===== src/rtl/player_bullet.sv =====
// Single player bullet: launched from the ship centre on a shoot edge, climbs once per frame,
// retires on hit or at the top border, then waits a frame-counted cooldown before re-arming.
module player_bullet #(
    parameter int unsigned speed_p    = 4,
    parameter int unsigned start_y_p  = 440,
    parameter int unsigned top_y_p    = 8,
    parameter int unsigned cooldown_p = 15
) (
    input  logic       clk_i,
    input  logic       reset_n_i,
    input  logic       frame_tick_i,
    input  logic       shoot_i,
    input  logic       pause_i,
    input  logic       alive_i,
    input  logic [9:0] pos_left_i,
    input  logic [9:0] pos_right_i,
    input  logic       target_hit_i,
    output logic       bullet_active_o,
    output logic [9:0] bullet_x_o,
    output logic [8:0] bullet_y_o,
    output logic       fired_o,
    output logic       miss_o,
    output logic [2:0] state_o
);

    localparam int CNT_W = (cooldown_p < 1) ? 1 : $clog2(cooldown_p + 1);
    localparam logic [CNT_W-1:0] CNT_MAX  = CNT_W'(cooldown_p);
    localparam logic [8:0]       START_Y  = 9'(start_y_p);
    localparam logic [8:0]       SPEED    = 9'(speed_p);
    localparam logic [9:0]       RETIRE_Y = 10'(top_y_p + speed_p);

    typedef enum logic [2:0] {
        ST_IDLE     = 3'b001,
        ST_FLYING   = 3'b010,
        ST_COOLDOWN = 3'b100
    } state_e;

    state_e           state_q, state_d;
    logic             active_q, active_d;
    logic [9:0]       x_q, x_d;
    logic [8:0]       y_q, y_d;
    logic [CNT_W-1:0] cnt_q, cnt_d;
    logic             fired_q, fired_d;
    logic             miss_q, miss_d;
    logic             shoot_q;
    logic             fire;

    assign fire = shoot_i & ~shoot_q;

    always_comb begin
        state_d  = state_q;
        active_d = active_q;
        x_d      = x_q;
        y_d      = y_q;
        cnt_d    = cnt_q;
        fired_d  = 1'b0;
        miss_d   = 1'b0;
        if (!alive_i) begin
            state_d  = ST_IDLE;
            active_d = 1'b0;
            cnt_d    = '0;
        end else if (!pause_i) begin
            unique case (state_q)
                ST_IDLE: begin
                    if (fire) begin
                        state_d  = ST_FLYING;
                        // Sum needs the carry bit before halving
                        x_d      = 10'(({1'b0, pos_left_i} + {1'b0, pos_right_i}) >> 1);
                        y_d      = START_Y;
                        active_d = 1'b1;
                        fired_d  = 1'b1;
                    end
                end
                ST_FLYING: begin
                    if (target_hit_i) begin
                        state_d  = ST_COOLDOWN;
                        active_d = 1'b0;
                        cnt_d    = '0;
                    end else if (frame_tick_i) begin
                        if ({1'b0, y_q} <= RETIRE_Y) begin
                            state_d  = ST_COOLDOWN;
                            active_d = 1'b0;
                            miss_d   = 1'b1;
                            cnt_d    = '0;
                        end else begin
                            y_d = y_q - SPEED;
                        end
                    end
                end
                ST_COOLDOWN: begin
                    if (cnt_q == CNT_MAX) state_d = ST_IDLE;
                    else if (frame_tick_i) cnt_d = cnt_q + 1'b1;
                end
                default: begin
                    state_d  = ST_IDLE;
                    active_d = 1'b0;
                    cnt_d    = '0;
                end
            endcase
        end
    end

    always_ff @(posedge clk_i or negedge reset_n_i) begin
        if (!reset_n_i) begin
            state_q  <= ST_IDLE;
            active_q <= 1'b0;
            x_q      <= '0;
            y_q      <= START_Y;
            cnt_q    <= '0;
            fired_q  <= 1'b0;
            miss_q   <= 1'b0;
            // A button held through reset must not register as a press
            shoot_q  <= 1'b1;
        end else begin
            state_q  <= state_d;
            active_q <= active_d;
            x_q      <= x_d;
            y_q      <= y_d;
            cnt_q    <= cnt_d;
            fired_q  <= fired_d;
            miss_q   <= miss_d;
            shoot_q  <= shoot_i;
        end
    end

    assign bullet_active_o = active_q;
    assign bullet_x_o      = x_q;
    assign bullet_y_o      = y_q;
    assign fired_o         = fired_q;
    assign miss_o          = miss_q;
    assign state_o         = state_q;

endmodule


===== config.mk =====
export PLATFORM = sky130hd
export DESIGN_NAME = player_bullet
export DESIGN_NICKNAME = d
export VERILOG_FILES = /design/src/rtl/player_bullet.sv
export SDC_FILE = /design/constraint.sdc
export NUM_CORES = 1
export LEC_CHECK = 0
export CORE_MARGIN = 10
export CORE_UTILIZATION = 48
export DETAILED_ROUTE_END_ITERATION = 8
export GPL_TIMING_DRIVEN = 0
export HOLD_SLACK_MARGIN = 0.02
export PLACE_DENSITY = 0.84
export SLEW_MARGIN = 20
export SYNTH_ARGS = -nofsm -noshare
export SYNTH_HDL_FRONTEND = slang
export SYNTH_SLANG_ARGS = --single-unit

===== constraint.sdc =====
create_clock -name clk_i -period 2.2 [get_ports clk_i]
set_clock_uncertainty 0.05 [all_clocks]
set_input_delay 0.44 -clock clk_i [delete_from_list [all_inputs] [get_ports clk_i]]
set_output_delay 0.44 -clock clk_i [all_outputs]
set_load 0.03 [all_outputs]

==> flow_summary.json, run 1 <==
{
  "critPathMaxFanout": 5,
  "seq_area_frac_synth_pct": 39.24,
  "grt_first_pass_wirelength_um": 7003,
  "synthArstFlopShare_pct": 100.0,
  "place_ws_ps": -365.5,
  "postLayoutSetupSlackWorst_ps": 61.67,
  "synth_warnings": 0,
  "cp.arrival_ps": 2310,
  "grt_max_degree": 29,
  "worst_pin_slew_ps": 598.0,
  "synthDistinctLibCells": 52,
  "netlist_instances": 190,
  "worst_setup_path_start_kind": "input pin",
  "cts-root-buf": "clkbuf_8",
  "core_region_area_mm2": 0.003661,
  "hp-class": "in -> async",
  "finalSetupTns_ps": 0,
  "reg2reg_depth": 6,
  "drive_above_1_share_pct": 12.70,
  "status": "finished clean",
  "ys.flop_type": "dfrtp_1",
  "yosysTopAreaCell": "dfrtp_1",
  "htreeDepth": 1,
  "period_needed_ps": 2138,
  "required_ps": 2370,
  "ys_seq_elements": 28,
  "area_growth_pct": 36.12,
  "grt_pass1_vias": 1584,
  "gr-total-overflow": 0,
  "hold_viol": 0,
  "drc": 0,
  "nets": 285,
  "clk_pin_slew_ps": 100,
  "clock_latency_ps": 280,
  "synth.area.top_cells": "dfrtp_1 (29%), dfstp_2 (10%), ha_1 (8.3%), o21ai_0 (5.5%), a21oi_1 (3.6%)",
  "dpl.hpwl_um": 3295,
  "fin_area_mm2": 0.002461,
  "rsz0062_at_grt": "yes",
  "synth_top_area_share_pct": 29.07,
  "ioPinCount": 52,
  "die_y_um": 81.37,
  "syn_area_mm2": 0.001808,
  "portBuffers": 49,
  "critical_path_class": "in -> reg",
  "ir_drop_mv": 0.3491,
  "fmax_mhz": 467.7,
  "cts_tree": "built",
  "worst_setup_path_end_kind": "register",
  "cts_buffers": 3,
  "via_per_inst": 5.507,
  "gp_congestion": 0.8382,
  "fin_crit_sh_pct": 97.20,
  "setup_viol": 0,
  "p_leak_nw": 1.060,
  "route.vias.total": 1608,
  "timing.slew.headroom_pct": 60.13,
  "r2r_slack_ps": 100,
  "maxSlewViolCount": 0,
  "layout.cells.non_filler": 292,
  "r2r_end": "state_o[2]$_DFFE_PN0P_",
  "avgRoutedWirePerCell_um": 14.94,
  "dp.cells": 288,
  "antenna_found_initial": 0,
  "post-cts-setup-buffers": 0,
  "die-area_mm2": 0.006621,
  "cts_sinks": 28,
  "drtAntennaViolNets": 0,
  "p_per_area_mw_per_mm2": 677.3,
  "firstDrtPassIters": 4,
  "placed_area_mm2": 0.002357,
  "initialDrtViolationCount": 73,
  "finalWirelength_um": 4362,
  "n_antenna_cell": 0,
  "avgSynthCellArea_um2": 9.516,
  "hold_buffers": 0,
  "max_cap_violations": 0,
  "synth_edf_count": 0,
  "clk_path_buf_depth": 2,
  "grtUsageTotal_pct": 12.92,
  "floorplan.initialDensity_pct": 49.38,
  "crit-reg2reg-launch": "bullet_y_o[3]$_DFFE_PN1P_",
  "num_rows": 22,
  "fp.dieW_um": 81.37
}
==> worst max path at each step <==
stage	start	endpoint	slack, ps	cells past startpoint
floorplan	bullet_y_o[3]$_DFFE_PN1P_	state_o[2]$_DFFE_PN0P_	90	6
global placement	pos_left_i[0]	bullet_x_o[9]$_DFFE_PN0P_	-340	8
detailed placement	pos_left_i[0]	bullet_x_o[9]$_DFFE_PN0P_	-370	8
CTS	bullet_y_o[3]$_DFFE_PN1P_	cnt_q[3]$_DFFE_PN0P_	30	6
global route	pos_left_i[2]	bullet_x_o[8]$_DFFE_PN0P_	-10	7
finish	pos_left_i[2]	bullet_x_o[8]$_DFFE_PN0P_	60	7
==> area by class of cell <==
cell class,count,area [um2]
Clock buffer,4,55.05
Timing Repair Buffer,49,489.2
Multi-Input combinational cell,147,1077
Buffer,6,32.53
Sequential cell,28,709.4
Fill cell,301,1200
Tap cell,48,60.06
Inverter,10,37.54
==> through the flow <==
step | util, % | hold WS (ps) | total power [mW]
floorplan | - | 94.41 | 1.050
global placement | 64.52 | 410.1 | 1.326
detailed placement | 64.39 | 411.2 | 1.337
CTS | 66.51 | 136.8 | 1.659
global route | 67.22 | 151.5 | 1.751
finish | 67.22 | 101.3 | 1.667
==> Yosys cell counts, types with 2 or more instances <==
library cell	count
xnor2_1	3
o21ai_0	20
and3b_1	2
nand2_1	17
nand4_1	3
nand3_1	3
xor2_1	6
nor3_1	3
and2_1	4
dfrtp_1	21
clkbuf_1	3
buf_4	2
o21a_1	4
a211oi_1	2
o2111ai_1	3
a21oi_1	13
or3_4	2
inv_1	9
o211a_1	3
or4_1	2
nor2_1	8
or3_1	2
nand2b_1	5
ha_1	12
o211ai_1	4
dfstp_2	7
a21o_1	2
==> power by group <==
group	internal, mW	switching [mW]	total, mW
logic	0.296	0.367	0.664
registers	0.611	0.0656	0.677
clock network	0.160	0.166	0.326
==> routing by layer <==
layer | share of wire [%] | track usage [%] | vias up
li1 | - | - | 798
met1 | 43 | 15.19 | 746
met2 | 49 | 21.80 | 58
met3 | 7.0 | 3.642 | 6
met4 | 0.83 | 4.844 | 0
met5 | 0 | 0 | -
==> critical path, cell delays in order <==
cell,delay (ps)
clkdlybuf4s50_1,510
ha_4,240
a21oi_4,150
a21oi_1,110
o31a_1,300
or4_1,470
nand3_1,90
==> state kept, by name, indices dropped and copies added, names as in the netlist <==
register,count
cnt_q,4
state_o,3
bullet_active_o,1
miss_o,1
fired_o,1
bullet_x_o,10
bullet_y_o,7
shoot_q,1
==> timing repair <==
item,in CTS,in global routing
resized for setup,5,11
pin swaps,0,3
setup endpoints to repair,5,11
==> logic make-up after synthesis <==
logic type	Yosys count	share of synthesized area (%)
simple gates	63	21.04
compound gates	58	20.55
flops	28	39.24
buf+inv	16	3.805
fa+ha+maj	13	9.412
xor+xnor	9	4.360
mux	2	1.384
other cells	1	0.2074
==> layout by cell type (no fill, tap or decap), types with 4 or more instances in the layout <==
cell             instances
nand2b_1                 5
o21ai_0                 17
inv_1                    9
and2_1                   4
nor2_1                   8
o211ai_1                 4
nand2_1                 17
clkbuf_8                 4
ha_1                    10
clkdlybuf4s50_1         45
xor2_1                   6
o21a_1                   4
dfrtp_1                 21
a21oi_1                 12
dfstp_2                  7
Note: power is estimated with default switching activity, not from simulation.
==> run 2, diff against run 1 <==
- HOLD_SLACK_MARGIN: 0.02 -> 0.03
==> results of run 2 <==
Same layout as run 1: the final DEF is identical, and so are final timing and power.
==> patch 1, RTL diff (flow settings as in run 1) <==
The parameter `cooldown_p` goes from 15 to 30.
--- a/src/rtl/player_bullet.sv
+++ b/src/rtl/player_bullet.sv
@@ -4,7 +4,7 @@
     parameter int unsigned speed_p    = 4,
     parameter int unsigned start_y_p  = 440,
     parameter int unsigned top_y_p    = 8,
-    parameter int unsigned cooldown_p = 15
+    parameter int unsigned cooldown_p = 30
 ) (
     input  logic       clk_i,
     input  logic       reset_n_i,
Behaviour: same outputs for any inputs over 10 cycles, from zero or initial values and one cycle with reset_n_i low; that may be too few to reach the edited logic, so the function may still have changed.
==> patch 1 against run 1 <==
Clock power rose by 77%; global-route usage down 0.24 points; synthesized area up 6.3%; register-to-register slack barely moved; synthesized cell count increased by 4.7%; total power up 23%; die area grew 4.7%; cell area up 11%; wire length grew 5.7%; count of clock-buffer cells in the layout grew 2; setup slack better by 12 ps; sequential cell count increased by 1; first-iteration DRC count grew 49%; largest power group is now combinational cells.
==> patch 1: results (changes against run 1) <==
Gate Count Post-Synth -> 199 (+4.7%)
Crit path from -> pos_right_i[2]
Largest net degree at the start of global routing -> 30 (+3.4%)
H-tree depth -> 2 (+1)
Uppermost layer routed -> met4
DP HPWL -> 3480 microns (+5.6%)
Synth top area cells -> dfrtp_1, dfstp_2, ha_1, nand2_1, nor2_1
Ys Warns -> 0 (unchanged)
Vias in the first global route -> 1689 (+6.6%)
Area share of fa/ha/maj cells after synthesis -> 9.505% (+0.093 points)
Reg clk slew, reported paths -> 70 ps (-30 ps)
Total CTS buffers -> 5 (+2)
RePlAce Congestion -> 0.8740 (+4.3%)
Post-synthesis sequential area ratio -> 38.22% (-1.0 points)
WL per Instance -> 14.97 microns (+0.24%)
Final wirelength -> 4612 microns (+5.7%)
Commonest cells in the netlist -> dfrtp_1, nand2_1, nor2_1, ha_1
Compound-cell area share of the yosys netlist -> 18.62% (-1.9 points)
Gr usage total -> 12.68% (-0.24 points)
Worst r2r src -> bullet_y_o[6]$_DFFE_PN0P_
Met1 WL -> 1963 microns (+5.3%)
Worst endpoint data arrival time -> 2270 ps (-40 ps)
Via density -> 5.555 (+0.88%)
Distinct cells, synth -> 53 (+1.9%)
Leakage dissipation -> 0.001154 uW (+8.8%)
Status -> finished, final reports clean
Xor and xnor area share after synthesis -> 5.013% (+0.65 points)
Worst-margin pin slew -> 752.1 ps (+154.1 ps)
Nets -> 300 (+5.3%)
Maximum VDD drop -> 0.0003304 V (-5.3%)
Post-synthesis mux area share -> 1.107% (-0.28 points)
Initial DRC count -> 109 (+49%)
Met2 Routed Length -> 2207 microns (+2.3%)
Share of cells above drive strength 1 -> 18.08% (+5.4 points)
First-pass GRT wire length -> 7521 microns (+7.4%)
Met3 WL post-DR -> 375 microns (+23%)
patch 1: changes by cell type after synthesis, moves of 3 or more:
cell	run 1	this run
o211a_1	3	0
nor2_1	8	15
nand3_1	3	11
o211ai_1	4	1
and2_1	4	1
o21a_1	4	0
nor3b_1	1	6
o21ai_1	0	11
nand2b_1	5	1
o21ai_0	20	5
patch 1: cell families after synthesis:
family / count (synthesis)
buf+inv: 17
other cells: 1
flops: 29
simple gates: 74
xor+xnor: 11
compound gates: 51
fa+ha+maj: 14
mux: 2
patch 1: repair_timing:
| item | CTS | global route |
|---|---|---|
| hold endpoints to repair | 0 | 0 |
| buffers inserted | 0 | 4 |
| resized for setup | 5 | 18 |
| pin swaps | 1 | 8 |
| hold buffers | 0 | 0 |
| endpoints found under the setup margin | 14 | 10 |
patch 1: worst register-to-register path, cell delays in order, from the launching register on:
cell and delay (ps):
dfrtp_1 460, nor4_4 480, a311oi_2 240, nor3_1 380
mux2_2 380
patch 1: worst paths after layout:
path / end / slack, ps / cells after the start
worst max-delay path: bullet_x_o[7]$_DFFE_PN0P_ / 70 / 7
worst min-delay path: cnt_q[3]$_DFFE_PN0P_ / 120 / 1
worst max register to register: cnt_q[1]$_DFFE_PN0P_ / 100 / 4
worst min register to register: bullet_x_o[2]$_DFFE_PN0P_ / 440 / 2
max in group asynchronous: state_o[1]$_DFFE_PN0P_ / 1540 / 1
min in group clk_i: bullet_x_o[2]$_DFFE_PN0P_ / 440 / 2
patch 1: area by class of cell:
type	count	area (sq um)
Buffer	4	23.77
Tap cell	48	60.06
Multi-Input combinational cell	154	1206
Clock buffer	6	82.58
Clock inverter	2	37.54
Inverter	12	57.56
Sequential cell	29	735.7
Fill cell	286	1041
Timing Repair Buffer	53	526.8
patch 1: routing by layer:
| layer | GRT usage [%] | vias up |
|---|---|---|
| met1 | 13.78 | 802 |
| met4 | 5.077 | 0 |
| met3 | 5.273 | 7 |
| li1 | - | 846 |
| met2 | 21.23 | 56 |
| met5 | 0 | - |
patch 1: where the power goes:
part | internal [uW] | leakage [uW] | switching [uW] | total [uW]
Clock | 368 | 0.0000574 | 209 | 577
Sequential | 641 | 0.000365 | 84.6 | 726
Combinational | 326 | 0.000732 | 416 | 742
Total | 1340 | 0.00115 | 710 | 2040
patch 1: stage by stage:
stage               cell area [sq um]  setup slack, ps  hold slack [ps]
finish                           2730            73.37            123.1
global route                     2730           -12.98            175.0
CTS                              2621           -92.61            145.2
detailed placement               2477           -608.6            421.0
global placement                 2482           -595.6            416.2
floorplan                        1932            6.303            94.41
==> patch 2, RTL diff (settings of run 1) <==
Without the edit above. Reset style: synchronous (`reset_n_i`), changed in one clocked block.
--- a/src/rtl/player_bullet.sv
+++ b/src/rtl/player_bullet.sv
@@ -100,7 +100,7 @@
         end
     end
 
-    always_ff @(posedge clk_i or negedge reset_n_i) begin
+    always_ff @(posedge clk_i) begin
         if (!reset_n_i) begin
             state_q  <= ST_IDLE;
             active_q <= 1'b0;
Check against the original RTL: differs if reset_n_i is asserted again (counterexample within 4 cycles, from zero or initial values and one cycle with reset_n_i low); with reset_n_i held inactive, the same outputs for 10 cycles.
==> patch 2 against run 1 <==
Synthesized area shrank 2.7%; via count increased by 5.9%; setup slack better by 44 ps; cell area rose by 0.81%; sequential cell count did not move; hold slack gained 320 ps; wire length up 3.3%; largest cell class unchanged.
Power is not compared: it rests on default switching activity, and its combinational part moved more than twofold at a synthesized area within 25%.
==> patch 2: results (changes against run 1) <==
WL per Instance -> 14.78 microns (-1.1%)
Hold crit path type -> reg2reg
Worst r2r src -> bullet_y_o[2]$_SDFFE_PN0P_
FILL cells -> 265 (-12%)
Post-CTS sizing -> 6 (+1)
Status -> finished, final reports clean
Distinct cells, synth -> 55 (+5.8%)
WHS -> 417.0 ps (+315.7 ps)
Post-synthesis sequential area ratio -> 31.86% (-7.4 points)
R2R Setup Slk -> 120 ps (+20 ps)
First-pass GRT wire length -> 7424 microns (+6.0%)
Crit path max fanout -> 3 (-2)
DP HPWL -> 3432 microns (+4.2%)
Vias in the first global route -> 1658 (+4.7%)
Asr flop ratio synth -> 0% (-100 points)
Initial DRC count -> 109 (+49%)
Nets -> 300 (+5.3%)
Post-CTS setup buffer count -> 1 (+1)
R2R Path End -> state_o[0]$_SDFFE_PN1P_
FF-to-FF path depth -> 6 (unchanged)
CP max stage cell -> or4_1
Synth top area cells -> dfxtp_1, ha_1, nand2_1, a21oi_1, xnor2_1
Top Family by Delay on Critical Path -> simple AND/OR/NAND/NOR gates
Via density -> 5.584 (+1.4%)
Worst endpoint data arrival time -> 2270 ps (-40 ps)
Share of cells above drive strength 1 -> 13.90% (+1.2 points)
RePlAce Congestion -> 0.8722 (+4.1%)
Maximum VDD drop -> 0.0002905 V
patch 2: cell types whose count changed after synthesis, sizes merged, moves of 5 or more:
| cell | run 1 | this run |
|---|---|---|
| dfxtp | 0 | 28 |
| dfrtp | 21 | 0 |
| o21ai | 20 | 7 |
| dfstp | 7 | 0 |
| nand3 | 3 | 9 |
| nand2 | 17 | 22 |
patch 2: stage by stage:
step                      setup slack [ps]  TNS, ps  std cells  utilization, %  instance area, sq um
after floorplan                      62.63        0        202               -                  1763
after global placement              -462.5    -6088        297           67.14                  2311
after detailed placement            -478.0    -6331        297           67.14                  2311
after CTS                            8.205        0        302           69.57                  2395
after global routing                -61.45   -64.09        305           72.08                  2481
final                                105.7        0        305           72.08                  2481
patch 2: worst reg2reg max path, cell delays in order, from the launching register on:
cell and delay [ps]:
dfxtp_1 450, ha_1 180, nand3b_1 160, nand4_1 110, a21o_1 270, or4b_1 580
a21o_1 180
patch 2: layout make-up:
cell class | count | area share (%)
Clock buffer | 3 | 1.664
Tap cell | 46 | 2.320
Inverter | 9 | 1.362
Buffer | 8 | 2.219
Sequential cell | 28 | 22.69
Multi-Input combinational cell | 157 | 47.35
Timing Repair Buffer | 53 | 21.18
Clock inverter | 1 | 1.210
patch 2: power by group through the flow:
stage / sequential (uW) / combinational (uW) / clock [uW]
floorplan: 539 / 119 / 0
global placement: 529 / 214 / 0
detailed placement: 529 / 216 / 0
CTS: 518 / 219 / 406
global route: 519 / 267 / 421
finish: 518 / 244 / 401
patch 2: kinds of logic after synthesis:
family                   Yosys count  share of synthesized area [%]
AO/OA/AOI/OAI                     47                          19.77
XOR/XNOR                          10                          4.978
adder cells (fa/ha/maj)           13                          9.673
buffers and inverters             17                          5.049
flip-flops                        28                          31.86
multiplexers                       4                          2.276
other                              1                         0.2132
AND/OR/NAND/NOR                   81                          26.17
patch 2: layer usage:
metal	track usage [%]	routed length [microns]	share of wire, %	vias to the layer above
met2	23.81	2240	50	47
met4	5.106	81	1.8	0
li1	-	-	-	856
met1	15.11	1861	41	792
met5	0	0	0	-
met3	4.009	323	7.2	8
patch 2: worst max path at each step:
| stage | slack, ps | cells after the start | end |
|---|---|---|---|
| 3_3_place_gp | -460 | 8 | bullet_x_o[9]$_SDFFE_PN0P_ |
| 5_1_grt | -60 | 7 | bullet_x_o[4]$_SDFFE_PN0P_ |
| 4_1_cts | 8 | 8 | bullet_x_o[9]$_SDFFE_PN0P_ |
| 2_1_floorplan | 60 | 6 | bullet_x_o[2]$_SDFFE_PN0P_ |
| 6_report | 110 | 7 | bullet_x_o[8]$_SDFFE_PN0P_ |
| 3_5_place_dp | -480 | 8 | bullet_x_o[9]$_SDFFE_PN0P_ |
